[src/rtl/sdp_triosy_pkg.sv]
// Shared types and defaults for the SDP ALU config triosy responder.
// The watchdog width helper serves builds with SDP_TRIOSY_TIMEOUT_EN defined.
package sdp_triosy_pkg;

    typedef enum logic [1:0] {
        IDLE        = 2'd0,
        ACTIVE      = 2'd1,
        ACTIVE_PEND = 2'd2
    } state_e;

    localparam int unsigned DEF_DATA_W = 6;
    localparam int unsigned DEF_CNT_W  = 8;

    function automatic int unsigned wd_width(input int unsigned limit);
        int unsigned w;
        w = $clog2(limit + 1);
        return (w < 1) ? 1 : w;
    endfunction

endpackage

[src/rtl/sdp_triosy_stage_reg.sv]
// Single-entry staging register holding the next shift value while the
// presented one is still waiting for its lz pulse.
module sdp_triosy_stage_reg
    import sdp_triosy_pkg::*;
#(
    parameter int unsigned DATA_W = DEF_DATA_W
) (
    input  logic              clk,
    input  logic              rst,
    input  logic              load,
    input  logic [DATA_W-1:0] load_data,
    input  logic              unload,
    output logic              valid,
    output logic [DATA_W-1:0] data
);

    logic              valid_q, valid_d;
    logic [DATA_W-1:0] data_q, data_d;

    // A full slot is never overwritten; load is ignored until unload.
    always_comb begin
        valid_d = valid_q;
        data_d  = data_q;
        if (unload) begin
            valid_d = 1'b0;
        end else if (load && !valid_q) begin
            valid_d = 1'b1;
            data_d  = load_data;
        end
    end

    always_ff @(posedge clk or posedge rst) begin
        if (rst) begin
            valid_q <= 1'b0;
            data_q  <= '0;
        end else begin
            valid_q <= valid_d;
            data_q  <= data_d;
        end
    end

    assign valid = valid_q;
    assign data  = data_q;

endmodule

[src/rtl/sdp_cfg_triosy_responder.sv]
// Register-side responder for the SDP ALU config triosy channel.
// Optional watchdog enabled by defining SDP_TRIOSY_TIMEOUT_EN.
module sdp_cfg_triosy_responder
    import sdp_triosy_pkg::*;
#(
    parameter int unsigned DATA_W      = DEF_DATA_W,
    parameter int unsigned CNT_W       = DEF_CNT_W,
    parameter int unsigned TIMEOUT_CYC = 1023
) (
    input  logic              nvdla_core_clk,
    input  logic              nvdla_core_rst,
    input  logic              reg_wr_en,
    input  logic [DATA_W-1:0] reg_wr_data,
    output logic              reg_wr_busy,
    output logic [DATA_W-1:0] cfg_rsc_dat,
    output logic              cfg_rsc_vld,
    input  logic              triosy_lz,
    output logic [CNT_W-1:0]  done_cnt,
    output logic              ack_err,
    input  logic              clr_err,
    output logic              timeout_err
);

    state_e            state_q, state_d;
    logic [DATA_W-1:0] dat_q, dat_d;
    logic              vld_q, vld_d;
    logic [CNT_W-1:0]  cnt_q, cnt_d;
    logic              ack_q, ack_d;
    logic              stage_load, stage_unload, stage_vld;
    logic [DATA_W-1:0] stage_dat;
    logic              lz_acc, enter_active, err_ev;

    sdp_triosy_stage_reg #(.DATA_W(DATA_W)) u_stage (
        .clk       (nvdla_core_clk),
        .rst       (nvdla_core_rst),
        .load      (stage_load),
        .load_data (reg_wr_data),
        .unload    (stage_unload),
        .valid     (stage_vld),
        .data      (stage_dat)
    );

    always_comb begin
        state_d      = state_q;
        dat_d        = dat_q;
        vld_d        = vld_q;
        stage_load   = 1'b0;
        stage_unload = 1'b0;
        lz_acc       = 1'b0;
        enter_active = 1'b0;
        err_ev       = 1'b0;
        case (state_q)
            IDLE: begin
                if (triosy_lz) err_ev = 1'b1;
                if (reg_wr_en) begin
                    state_d      = ACTIVE;
                    dat_d        = reg_wr_data;
                    vld_d        = 1'b1;
                    enter_active = 1'b1;
                end
            end
            ACTIVE: begin
                if (triosy_lz) begin
                    lz_acc = 1'b1;
                    // Write coinciding with lz bypasses staging: no valid bubble.
                    if (reg_wr_en) begin
                        dat_d = reg_wr_data;
                    end else begin
                        vld_d   = 1'b0;
                        state_d = IDLE;
                    end
                end else if (reg_wr_en) begin
                    stage_load = 1'b1;
                    state_d    = ACTIVE_PEND;
                end
            end
            ACTIVE_PEND: begin
                if (reg_wr_en) err_ev = 1'b1;
                if (triosy_lz && stage_vld) begin
                    lz_acc       = 1'b1;
                    stage_unload = 1'b1;
                    dat_d        = stage_dat;
                    state_d      = ACTIVE;
                end
            end
            default: state_d = IDLE;
        endcase
        cnt_d = lz_acc ? cnt_q + 1'b1 : cnt_q;
        ack_d = err_ev ? 1'b1 : (clr_err ? 1'b0 : ack_q);
    end

    always_ff @(posedge nvdla_core_clk or posedge nvdla_core_rst) begin
        if (nvdla_core_rst) begin
            state_q <= IDLE;
            dat_q   <= '0;
            vld_q   <= 1'b0;
            cnt_q   <= '0;
            ack_q   <= 1'b0;
        end else begin
            state_q <= state_d;
            dat_q   <= dat_d;
            vld_q   <= vld_d;
            cnt_q   <= cnt_d;
            ack_q   <= ack_d;
        end
    end

`ifdef SDP_TRIOSY_TIMEOUT_EN
    localparam int unsigned WD_W = wd_width(TIMEOUT_CYC);
    localparam logic [WD_W-1:0] WD_LIMIT = WD_W'(TIMEOUT_CYC);

    logic [WD_W-1:0] wd_q, wd_d;
    logic            to_q, to_d;

    always_comb begin
        wd_d = wd_q;
        if (lz_acc || enter_active) begin
            wd_d = '0;
        end else if (vld_q && wd_q != WD_LIMIT) begin
            wd_d = wd_q + 1'b1;
        end
        to_d = (vld_q && wd_d == WD_LIMIT) ? 1'b1 : (clr_err ? 1'b0 : to_q);
    end

    always_ff @(posedge nvdla_core_clk or posedge nvdla_core_rst) begin
        if (nvdla_core_rst) begin
            wd_q <= '0;
            to_q <= 1'b0;
        end else begin
            wd_q <= wd_d;
            to_q <= to_d;
        end
    end

    assign timeout_err = to_q;
`else
    assign timeout_err = 1'b0;
`endif

    assign reg_wr_busy = (state_q == ACTIVE_PEND);
    assign cfg_rsc_dat = dat_q;
    assign cfg_rsc_vld = vld_q;
    assign done_cnt    = cnt_q;
    assign ack_err     = ack_q;

endmodule
[config.mk]
export PLATFORM = sky130hd
export DESIGN_NAME = sdp_cfg_triosy_responder
export DESIGN_NICKNAME = d
export VERILOG_FILES = /design/src/rtl/sdp_triosy_pkg.sv /design/src/rtl/sdp_triosy_stage_reg.sv /design/src/rtl/sdp_cfg_triosy_responder.sv
export SDC_FILE = /design/constraint.sdc
export NUM_CORES = 1
export LEC_CHECK = 0
export CORE_UTILIZATION = 30
export CTS_BUF_LIST = sky130_fd_sc_hd__clkbuf_2 sky130_fd_sc_hd__clkbuf_4 sky130_fd_sc_hd__clkbuf_8
export CTS_CLUSTER_DIAMETER = 150
export DETAILED_ROUTE_END_ITERATION = 6
export HOLD_SLACK_MARGIN = 0.12
export SYNTH_ARGS = -nofsm -noshare
export SYNTH_HDL_FRONTEND = slang
export SYNTH_HIERARCHICAL = 1
export SYNTH_SLANG_ARGS = --single-unit
[constraint.sdc]
create_clock -name nvdla_core_clk -period 2.3 [get_ports nvdla_core_clk]
set_input_delay 0.575 -clock nvdla_core_clk [delete_from_list [all_inputs] [get_ports nvdla_core_clk]]
set_output_delay 0.575 -clock nvdla_core_clk [all_outputs]
set_load 0.01 [all_outputs]
==> metrics.csv <==
stage,metric,value,unit
sta,Setup-failing EPs final,0,
final_layout,post-layout util,40.05,%
critical_path,Worst EP required,1.73,ns
drt,DR iter-0 viols,39,
drt,Remaining DRCs,0,
logic_synthesis,"FFs w/ async S/R, synth",100.0,%
final_layout,Area growth syn-to-layout,28.39,%
cts,Clock Root Buffer,clkbuf_8,
global_routing,total global routing track utilization,12.82,%
cts,clock latency on the worst-skew pair,0.26,ns
die,Starting Density,31.19,%
global_routing,largest net degree at the start of global routing,19,
critical_path,Worst Path Arrival,1.61,ns
sta,Max Fclk,0.4585,GHz
placed_design,port buffer count,27,
die,Die ar.,4768,µm²
worst_hold_path,Hold Path Class,reg -> reg,
critical_path,Critical Path Start,state_q[0],
placed_design,post-DP HPWL,2.064,mm
cts,"Reg clk slew, reported paths",0.08,ns
final_layout,Antenna Cells,0,
run_status,status,"complete, no violations",
critical_path,CP max-delay cell,clkdlybuf4s50_1,
cts,CTS sink cnt,25,
drt,Routed WL,2.791,mm
placed_design,Routability Congestion,0.8999,
cts,post_cts resized,0,
drt,met2 routed WL,1.335,mm
logic_synthesis,synth cell count leaders,"dfrtp_1 (25), mux2_2 (19), ha_1 (9), inv_1 (9), nand2_1 (6)",
pwr,Leak,0.7421,nW
logic_synthesis,dominant cells by area after synthesis,"dfrtp_1 (46%), mux2_2 (16%), ha_1 (8.3%)",
cts,CTS buffer count,3,
critical_path,R2R depth,6,
sta,period utilisation layout,94.83,%
cts,Post-CTS Setup Inserts,0,
critical_path,Worst Setup EP,reg_wr_busy,
sta,RSZ-0062 raised after global routing,false,
sta,Final Hold Vio Count,0,
logic_synthesis,Yosys top cell area share,46.38,%
cts,hold_buf cts,0,
flow_run,Max Cap Viol,0,
logic_synthesis,Mapped Cells,114,
logic_synthesis,Mapped Area,1349,µm²
drt,Detail Route Antenna Nets,0,
drt,Vias/cell,4.868,
sta,Setup TNS Final,0,ns
pwr,worst vdd ir,0.5851,mV
drt,vias,959,
final_layout,Final #Nets,166,
global_routing,vias in the first global route,1047,
die,IO Pins,29,
cts,htree depth,1,
critical_path,crit-path cells,inv_2 > ha_2 > clkdlybuf4s50_1,
drt,wire per inst,14.17,µm
logic_synthesis,"Primary FF master, synth",dfrtp_1,
logic_synthesis,syn nets,134,
critical_path,Worst setup EP type,output pin,
logic_synthesis,most numerous cell in the Yosys netlist,dfrtp_1,
die,Die X,69.05,µm
drt,met1 WL,1.338,mm
logic_synthesis,Synth cell types,28,
die,core footprint,4324,µm²
logic_synthesis,Ys Warns,6,
pwr,Pwr Total,2.021,mW
die,die height,69.05,µm
critical_path,"slowest stage delay, CP",0.55,ns
drt,drt first pass iters,5,
logic_synthesis,Synth Register Bits,25,
critical_path,Critical R2R Launch,state_q[1],
pwr,Power per Cell Area,1167,nW/µm²
global_routing,GRT overflow,0,
drt,top layer in use,met4,
sta,Final Critical Period,2.181,ns
final_layout,share of cells above drive strength 1,23.45,%
critical_path,CP Launch Type,flip-flop,
logic_synthesis,Post-synth EDFFs,0,
drt,met3 WL,104,µm
critical_path,r2r setup slk,0.33,ns
cts,TritonCTS clock tree,done,
sta,pins over their slew limit,0,
critical_path,worst-path fanout max,5,
critical_path,Setup CP Type,reg -> out,
logic_synthesis,mean post-synth cell area,11.83,µm²
critical_path,R2R Path End,u_stage/data[3],
die,row count,24,
sta,Layout Skew,0.004323,ns
global_routing,global-route wire length before repair,4.919,mm
global_routing,initial antenna violation count,0,
logic_synthesis,"area leader, netlist",dfrtp_1,
cts,clk buf depth,2,
logic_synthesis,post-synthesis sequential area ratio,46.38,%
==> final cells by class <==
type / instances / area, µm²
Tap cell: 52 / 65.06
Inverter: 9 / 33.78
Timing Repair Buffer: 31 / 300.3
Fill cell: 434 / 2592
Multi-Input combinational cell: 76 / 658.1
Sequential cell: 25 / 625.6
Clock buffer: 4 / 48.80
==> how the worst min path moves through the flow <==
stage,start,end,slack (ns),cells after the start
after global routing,done_cnt[6],done_cnt[6],0.53,1
after CTS,done_cnt[7],done_cnt[7],0.48,1
after global placement,done_cnt[7],done_cnt[7],0.46,1
after floorplan,nvdla_core_rst,u_stage/data[0],0.38,1
final,done_cnt[7],done_cnt[7],0.47,1
after detailed placement,done_cnt[7],done_cnt[7],0.46,1
==> power by group <==
| group | switching (mW) | internal, mW |
|---|---|---|
| clock | 0.128 | 0.135 |
| combinational | 0.443 | 0.538 |
| sequential | 0.155 | 0.623 |
| total | 0.725 | 1.30 |
==> stage by stage <==
| stage | hold WS [ns] | area [µm²] | setup WS, ns | instances |
|---|---|---|---|---|
| final | 0.4707 | 1732 | 0.1190 | 197 |
| after global routing | 0.5324 | 1732 | 0.02942 | 197 |
| after CTS | 0.4805 | 1729 | 0.0002452 | 197 |
| after detailed placement | 0.4625 | 1680 | 0.1243 | 193 |
| after global placement | 0.4624 | 1680 | 0.1680 | 193 |
| after floorplan | 0.3784 | 1349 | 0.5239 | 114 |
==> cells by family after synthesis <==
group,synth area share (%)
compound gates,8.164
xor+xnor,4.546
fa+ha+maj,8.349
buf+inv,5.009
flops,46.38
mux,17.35
other cells,0.2780
simple gates,9.926
==> critical path, delay by kind of cell, from the launching register on <==
kind	cells	cell delay, ns
flip-flops	1	0.44
buffers and inverters	2	0.68
adder cells (fa/ha/maj)	1	0.23
==> per-layer routing <==
metal	up-vias	track usage (%)
met3	2	3.801
met5	-	0
li1	456	-
met4	0	2.041
met2	28	21.68
met1	473	16.42
==> registers in the layout, indices dropped and copies added, names as in the netlist <==
register	cells
done_cnt	8
cfg_rsc_dat	6
state_q	2
u_stage/valid	1
cfg_rsc_vld	1
ack_err	1
u_stage/data	6
==> layout by cell type, fill, tap and decap left out, types with 2 or more instances in the layout <==
master           count
nor2_1               5
clkbuf_8             3
xor2_1               2
xnor2_1              5
o22ai_1              3
ha_1                 8
inv_1                8
buf_4                4
and3_1               3
clkdlybuf4s50_1     27
a21oi_1              4
nand2_1              6
o21ai_0              2
nand4_1              4
mux2i_1              2
mux2_2              19
dfrtp_1             25
No activity file was read; power rests on OpenSTA's default activity.
